===== config.mk =====
export PLATFORM = sky130hd
export DESIGN_NAME = rf_write_arbiter
export DESIGN_NICKNAME = d
export VERILOG_FILES = /design/src/rtl/rf_write_arbiter.sv
export SDC_FILE = /design/constraint.sdc
export NUM_CORES = 1
export LEC_CHECK = 0
export CAP_MARGIN = 10
export CORE_ASPECT_RATIO = 1.1
export CORE_UTILIZATION = 55
export CTS_CLUSTER_DIAMETER = 60
export DETAILED_ROUTE_END_ITERATION = 10
export DONT_BUFFER_PORTS = 1
export GPL_ROUTABILITY_DRIVEN = 0
export GPL_TIMING_DRIVEN = 0
export PLACE_DENSITY = 0.7
export SKIP_CTS_REPAIR_TIMING = 1
export SLEW_MARGIN = 20
export SYNTH_ARGS = -nofsm -noshare
export SYNTH_HDL_FRONTEND = slang
export SYNTH_SLANG_ARGS = --single-unit
export TNS_END_PERCENT = 20

===== constraint.sdc =====
create_clock -name clk -period 2.9 [get_ports clk]
set_input_delay 0.29 -clock clk [delete_from_list [all_inputs] [get_ports clk]]
set_output_delay 0.29 -clock clk [all_outputs]
set_load 0.1 [all_outputs]

===== src/rtl/rf_write_arbiter.sv =====
// Register-file write-port arbiter: WB stage has fixed priority, and MDU results wait in a FIFO.
// Also holds the MDU destination scoreboard. Optional counters are built under RF_WRITE_ARBITER_STATS_EN.
module rf_write_arbiter #(
  parameter int unsigned DEPTH        = 4,
  parameter int unsigned STARVE_LIMIT = 8
) (
  input  logic        clk,
  input  logic        rst,
  input  logic        pipe_we,
  input  logic [4:0]  pipe_sel,
  input  logic [31:0] pipe_data,
  input  logic        mdu_valid,
  input  logic [4:0]  mdu_sel,
  input  logic [31:0] mdu_data,
  output logic        mdu_ready,
  input  logic        issue_valid,
  input  logic [4:0]  issue_sel,
  input  logic [4:0]  rs1_sel,
  input  logic [4:0]  rs2_sel,
  output logic        hazard_stall,
  output logic        pipe_stall,
  output logic [31:0] busy_vec,
  output logic        writenable,
  output logic [4:0]  writesel,
  output logic [31:0] Din,
  output logic [31:0] stat_mdu_writes,
  output logic [31:0] stat_preempt
);

  localparam int unsigned AW = (DEPTH > 1) ? $clog2(DEPTH) : 1;
  localparam int unsigned CW = AW + 1;
  localparam int unsigned SW = $clog2(STARVE_LIMIT + 1);

  typedef struct packed {
    logic [4:0]  sel;
    logic [31:0] data;
  } mdu_ent_t;

  mdu_ent_t          fifo_mem [DEPTH];
  logic [AW-1:0]     wr_ptr;
  logic [AW-1:0]     rd_ptr;
  logic [CW-1:0]     count;
  mdu_ent_t          head;
  logic              pipe_active;
  logic              fifo_empty;
  logic              fifo_full;
  logic              pop;
  logic              push;
  logic [31:0]       busy_nxt;
  logic [SW-1:0]     starve_cnt;
  logic [SW-1:0]     starve_nxt;

  assign pipe_active = pipe_we && (pipe_sel != 5'd0);
  assign fifo_empty  = (count == CW'(0));
  assign fifo_full   = (count == CW'(DEPTH));
  assign head        = fifo_mem[rd_ptr];
  assign mdu_ready   = !fifo_full;
  assign pop         = !pipe_active && !fifo_empty;
  // Results addressed to r0 are acknowledged but never stored.
  assign push        = mdu_valid && mdu_ready && (mdu_sel != 5'd0);

  // Write port mux: pipeline first, then the FIFO head.
  always_comb begin
    writenable = 1'b0;
    writesel   = 5'd0;
    Din        = 32'd0;
    if (pipe_active) begin
      writenable = 1'b1;
      writesel   = pipe_sel;
      Din        = pipe_data;
    end else if (!fifo_empty) begin
      writenable = 1'b1;
      writesel   = head.sel;
      Din        = head.data;
    end
  end

  // Storage needs no reset; only the pointers and count define validity.
  always_ff @(posedge clk) begin
    if (push) begin
      fifo_mem[wr_ptr] <= '{sel: mdu_sel, data: mdu_data};
    end
  end

  always_ff @(posedge clk or posedge rst) begin
    if (rst) begin
      wr_ptr <= '0;
      rd_ptr <= '0;
      count  <= '0;
    end else begin
      if (push) wr_ptr <= wr_ptr + AW'(1);
      if (pop)  rd_ptr <= rd_ptr + AW'(1);
      count <= count + CW'(push) - CW'(pop);
    end
  end

  // Scoreboard update; a new issue overrides a retiring write to the same register.
  always_comb begin
    busy_nxt = busy_vec;
    if (pop) busy_nxt[head.sel] = 1'b0;
    if (issue_valid) busy_nxt[issue_sel] = 1'b1;
    busy_nxt[0] = 1'b0;
  end

  always_ff @(posedge clk or posedge rst) begin
    if (rst) begin
      busy_vec <= 32'd0;
    end else begin
      busy_vec <= busy_nxt;
    end
  end

  assign hazard_stall = busy_vec[rs1_sel] | busy_vec[rs2_sel];

  // Starvation counter: counts cycles the head is blocked by the pipeline.
  always_comb begin
    starve_nxt = starve_cnt;
    if (pop || fifo_empty) begin
      starve_nxt = '0;
    end else if (pipe_active && (starve_cnt != SW'(STARVE_LIMIT))) begin
      starve_nxt = starve_cnt + SW'(1);
    end
  end

  always_ff @(posedge clk or posedge rst) begin
    if (rst) begin
      starve_cnt <= '0;
      pipe_stall <= 1'b0;
    end else begin
      starve_cnt <= starve_nxt;
      pipe_stall <= (starve_nxt == SW'(STARVE_LIMIT));
    end
  end

`ifdef RF_WRITE_ARBITER_STATS_EN
  always_ff @(posedge clk or posedge rst) begin
    if (rst) begin
      stat_mdu_writes <= 32'd0;
      stat_preempt    <= 32'd0;
    end else begin
      if (pop) stat_mdu_writes <= stat_mdu_writes + 32'd1;
      if (pipe_active && !fifo_empty) stat_preempt <= stat_preempt + 32'd1;
    end
  end
`else
  assign stat_mdu_writes = 32'd0;
  assign stat_preempt    = 32'd0;
`endif

endmodule


== After elaboration in Yosys (flattened, before gate mapping) ==
Memory sizes are Yosys's and may differ from the RTL's.
Cells that the tools add are included.

* Flip-flop bits (word level): 43
* Memory bits (writable): 148
* Input port bits: 94
* Output and inout bits: 137
* Logic and storage cells: 59
* Memories kept: 1

{| class="wikitable"
|+ Memories
! name !! words !! bits a word !! rd ports !! clocked after Yosys merged registers in !! write ports !! RTL line !! text
|-
| fifo_mem || 4 || 37 || 1 || 0 || 1 || 39 || <nowiki>mdu_ent_t fifo_mem [DEPTH];</nowiki>
|}

* Add/subtract/negate cells: 5
* $lt $le $gt $ge: 6
* Equal/unequal tests: 3
* Muxes and demuxes: 20
* Bitwise operators: 4
* Reductions and logical operators: 14

{| class="wikitable"
|+ Operators by type and width
! kind !! count
|-
| 32-bit 2-to-1 mux || 4
|-
| 32-bit AND || 1
|-
| 32-bit NOT || 1
|-
| 32-bit OR || 1
|-
| 5-bit by 6-bit less-than comparator with 1-bit output, second input constant || 4
|-
| 1-bit binary-select mux with 5-bit select || 2
|-
| 1-bit demux with 5-bit select || 2
|-
| 5-bit by 1-bit greater-or-equal comparator with 1-bit output, second input constant || 2
|-
| 5-bit 2-to-1 mux || 2
|-
| 5-bit nonzero test || 2
|-
| 1-bit 2-to-1 mux || 8
|-
| 4-bit 2-to-1 mux || 2
|-
| 1-bit logical AND || 7
|-
| 2-bit by 1-bit adder with 2-bit output, second input constant || 2
|-
| 4-bit by 1-bit adder with 4-bit output, second input constant || 1
|-
| 4-bit == test, second input constant || 1
|-
| 4-bit != test, second input constant || 1
|-
| 3-bit by 1-bit adder with 3-bit output || 1
|-
| 3-bit == test, second input constant || 1
|-
| 1-bit logical NOT || 3
|-
| 3-bit logical NOT || 1
|-
| 3-bit by 1-bit subtractor with 3-bit output || 1
|-
| 1-bit logical OR || 1
|-
| 1-bit OR || 1
|}

== Longest topological paths before layout ==
An unclocked memory read counts as a cell.

* Depth in word-level cells: 10
* Depth in mapped cells: 12
* Depth with buffers taken out: 12

== Least setup slack after synthesis ==
Ideal clock, no wire load.

* Kind: reg-to-output
* From: reg busy_vec[20]
* To: out hazard_stall
* Arrival time: 2.921 ns
* Data required time: 2.610 ns
* Slack: -0.311 ns
* Cell stages (with the launch flop): 4
* Path buffers: 0
* Path through: dfrtp_1 > mux4_2 > o21ai_0 > o2111ai_1

* Word-level cells in the longest chain between the ends: 3
* Elaborated cells between the ends (all ways): 5
* Those cells by class: 4 x mux; 1 x bitwise

{| class="wikitable"
|+ RTL lines
! element !! RTL line !! text
|-
| from (decl) || 22 || <nowiki>output logic [31:0] busy_vec,</nowiki>
|-
| from (signal assigned) || 109 || <nowiki>busy_vec <= busy_nxt;</nowiki>
|-
| 1-bit binary-select mux with 5-bit select || 113 || <nowiki>assign hazard_stall = busy_vec[rs1_sel] | busy_vec[rs2_sel];</nowiki>
|-
| 1-bit 2-to-1 mux (not written as such) || 113 ||
|-
| 1-bit OR (*) || 113 ||
|-
| to (decl) || 20 || <nowiki>output logic hazard_stall,</nowiki>
|}

Every way passes the cells marked *; elsewhere a longest branch is shown, timed or not. The select of a mux whose other input is x is not followed.

== Worst setup path after layout ==
* From: reg busy_vec[23]
* To: out hazard_stall

The elaborated chain is that of the path after synthesis.

==> flow_summary.ini <==
[global_routing]
grt_usage = 0.2267
grt_max_degree = 38
grt_pass1_wl_um = 27050
gr-total-overflow = 0
antenna_found_initial = 0
grt_pass1_vias = 5003

[cts]
cts.sinks = 191
path_clk_slew_ps = 70
insertion_delay_ps = 430
cts.htree.levels = 4
cts_tree = built
clk_path_buf_depth = 2
cts_root_buf = clkbuf_16
numCtsBuffers = 17

[yosys]
synth_top_area_frac = 0.5062
ys_ff_latch = 191
syn_area_per_cell_um2 = 15.03
synth_area_um2 = 8780
async_reset_ff_frac = 0.2251
synth-edff-count = 148
ys_seq_area_frac = 0.6288
synth.distinct_cells = 43
yosysTopAreaCell = edfxtp_1
synth_area_leaders = edfxtp_1 (51%), mux4_2 (13%), dfrtp_1 (12%), buf_4 (5.6%), a22o_1 (3.7%)
yosysWarnings = 0
ys.flop_type = edfxtp_1
syn_inst = 584

[placed_design]
dp_hpwl_um = 12640
port_buffers = 0
dp_cells = 852

[worst_setup_path]
cpMaxStageDelayCell = dfrtp_2
worstPathRequired_ps = 2610
timing_worst_setup_path_type = flop to output pin
path_cells = mux4_2, mux2_2, a31oi_1, o2111ai_4
cp_max_fo = 4
slowest_delay_ps = 620
cp-start-kind = flop
worstSetupEndpointType = output pin
cp_data_arrival_time_ps = 2610

[drt]
post_drt_wl_per_cell_um = 20.20
first_pass_iters = 5
drt-total-wl_um = 18620
ant_nets = 0
drt_iter0_drc = 327
vias = 5147
drc = 0
vias_per_cell = 5.582

[floorplan]
io_pins = 231
floorplan.initialDensity = 0.5601
fp.dieH_um = 134.5
placementRows = 48
die_area_um2 = 16470
core_um2 = 15680
die_w_um = 122.5

[timing]
rsz0062_at_grt = yes
setup_violations = 1
fmax_mhz = 344.3
setup_ws_ps = -4.346
max_slew_margin = 0.3154
fin_skew_ps = 11.67
hold_viol_final = 0
finalCritPeriodShare = 1.001
tightest_slew_ps = 1027
period_minus_slack_ps = 2904
report.final.slew_viol_count = 0

[final_layout]
nets = 812
stdcell_count = 922
syn_to_final_growth_pct = 19.14
drive_gt1_frac = 0.3393
diodes = 0
n_fill_cell = 1068

[job]
drv_cap = 0

[outcome]
outcome = complete, but fails checks
violations = negative setup slack

[min_path]
min_path_type = input port to flop
[kinds of logic (layout without fill, tap and decap cells)]
family | after synthesis | in the layout | synth area share
flip-flops | 191 | 191 | 0.6288
AND/OR/NAND/NOR | 135 | 135 | 0.07353
buffers and inverters | 101 | 175 | 0.07282
AO/OA/AOI/OAI | 82 | 82 | 0.06442
multiplexers | 58 | 58 | 0.1394
adder cells (fa/ha/maj) | 9 | 9 | 0.01368
XOR/XNOR | 7 | 7 | 0.006983
other | 1 | 65 | 0.0004271
[worst max-delay path: cells and delay by family (launching register included)]
family,cells,cell delay (ps)
AOI/OAI and AO/OA,2,740
DFF,1,620
muxes,2,820
[path summary, 6_finish.rpt]
kind | start | end | slack (ps) | depth (start not counted)
max reg2reg | count[1] | count[2] | 230 | 12
min in group asynchronous | rst | pipe_stall | 290 | 2
min | issue_sel[4] | busy_vec[3] | 60 | 3
max in group asynchronous | rst | busy_vec[28] | 2110 | 3
max | busy_vec[23] | hazard_stall | -4 | 4
min reg2reg | starve_cnt[3] | starve_cnt[3] | 590 | 2
[registers in the layout, summed over array words and instances, names as in the netlist]
name	flops
fifo_mem	148
count	3
rd_ptr	2
pipe_stall	1
busy_vec	31
starve_cnt	4
wr_ptr	2
[placed cells by master, fill, tap and decap left out, types with 12 or more instances in the layout]
cell           netlist  layout
conb_1               1      65
dfrtp_1             43      14
a22o_2               0      36
o21ai_0             13      13
dfrtp_2              0      29
o21ai_1             23      23
nor2_1              15      15
edfxtp_1           148     148
buf_4               65      65
mux4_2              51      51
dlygate4sd3_1        0      38
clkbuf_1            16      12
nand2_1             78      77
clkbuf_16            0      17
[metrics by stage]
stage          setup TNS, ps  worst slack (ps)  area, um2  hold WS [ps]  utilization
2_1_floorplan          -6921            -62.35       9027         388.9            -
3_3_place_gp         -129130             -1004       9278         389.0       0.5919
3_5_place_dp          -33230            -415.6       9369         169.7       0.5977
4_1_cts               -44100            -448.9       9947        -297.3       0.6346
5_1_grt                -1272            -92.03      10460         61.13       0.6673
6_report              -4.346            -4.346      10460         55.47       0.6673
[layer usage]
layer,wire length [um],GRT usage
met1,7013,0.2765
met5,0,0
met3,1424,0.07517
met4,171,0.05691
met2,10020,0.3873
[cell usage after synthesis (2+ instances only)]
cell and count:
and3_1 2, a21oi_1 3, o21ai_1 23, nand4_1 2
or4b_1 2, clkbuf_1 16, mux2i_1 3, nor3_1 3
nand3b_1 6, or4_4 2, xnor2_1 5, and2_1 4
nor2b_1 3, nor2_1 15, buf_1 2, a22o_1 37
nor3b_1 5, xor2_1 2, buf_4 65, mux4_2 51
mux2_2 4, dfrtp_1 43, nand3_1 4, edfxtp_1 148
or3_1 2, and3b_1 4, inv_1 10, o21ai_0 13
ha_1 8, nand2_1 78, buf_2 7
[final cells by class]
cell class              count  area (um2)  area share
flip-flops and latches    191        5557      0.5312
inverters                  10       37.54    0.003589
plain buffers              91       616.8     0.05897
repair buffers             42       467.9     0.04474
multi-input cells         356        2953      0.2823
clock inverters            15       152.6     0.01459
clock buffers              17       425.4     0.04067
well taps                 200       250.2     0.02392
Power is not shown: default switching activity piles up to over one toggle a cycle in this logic, so the estimate is an artifact.
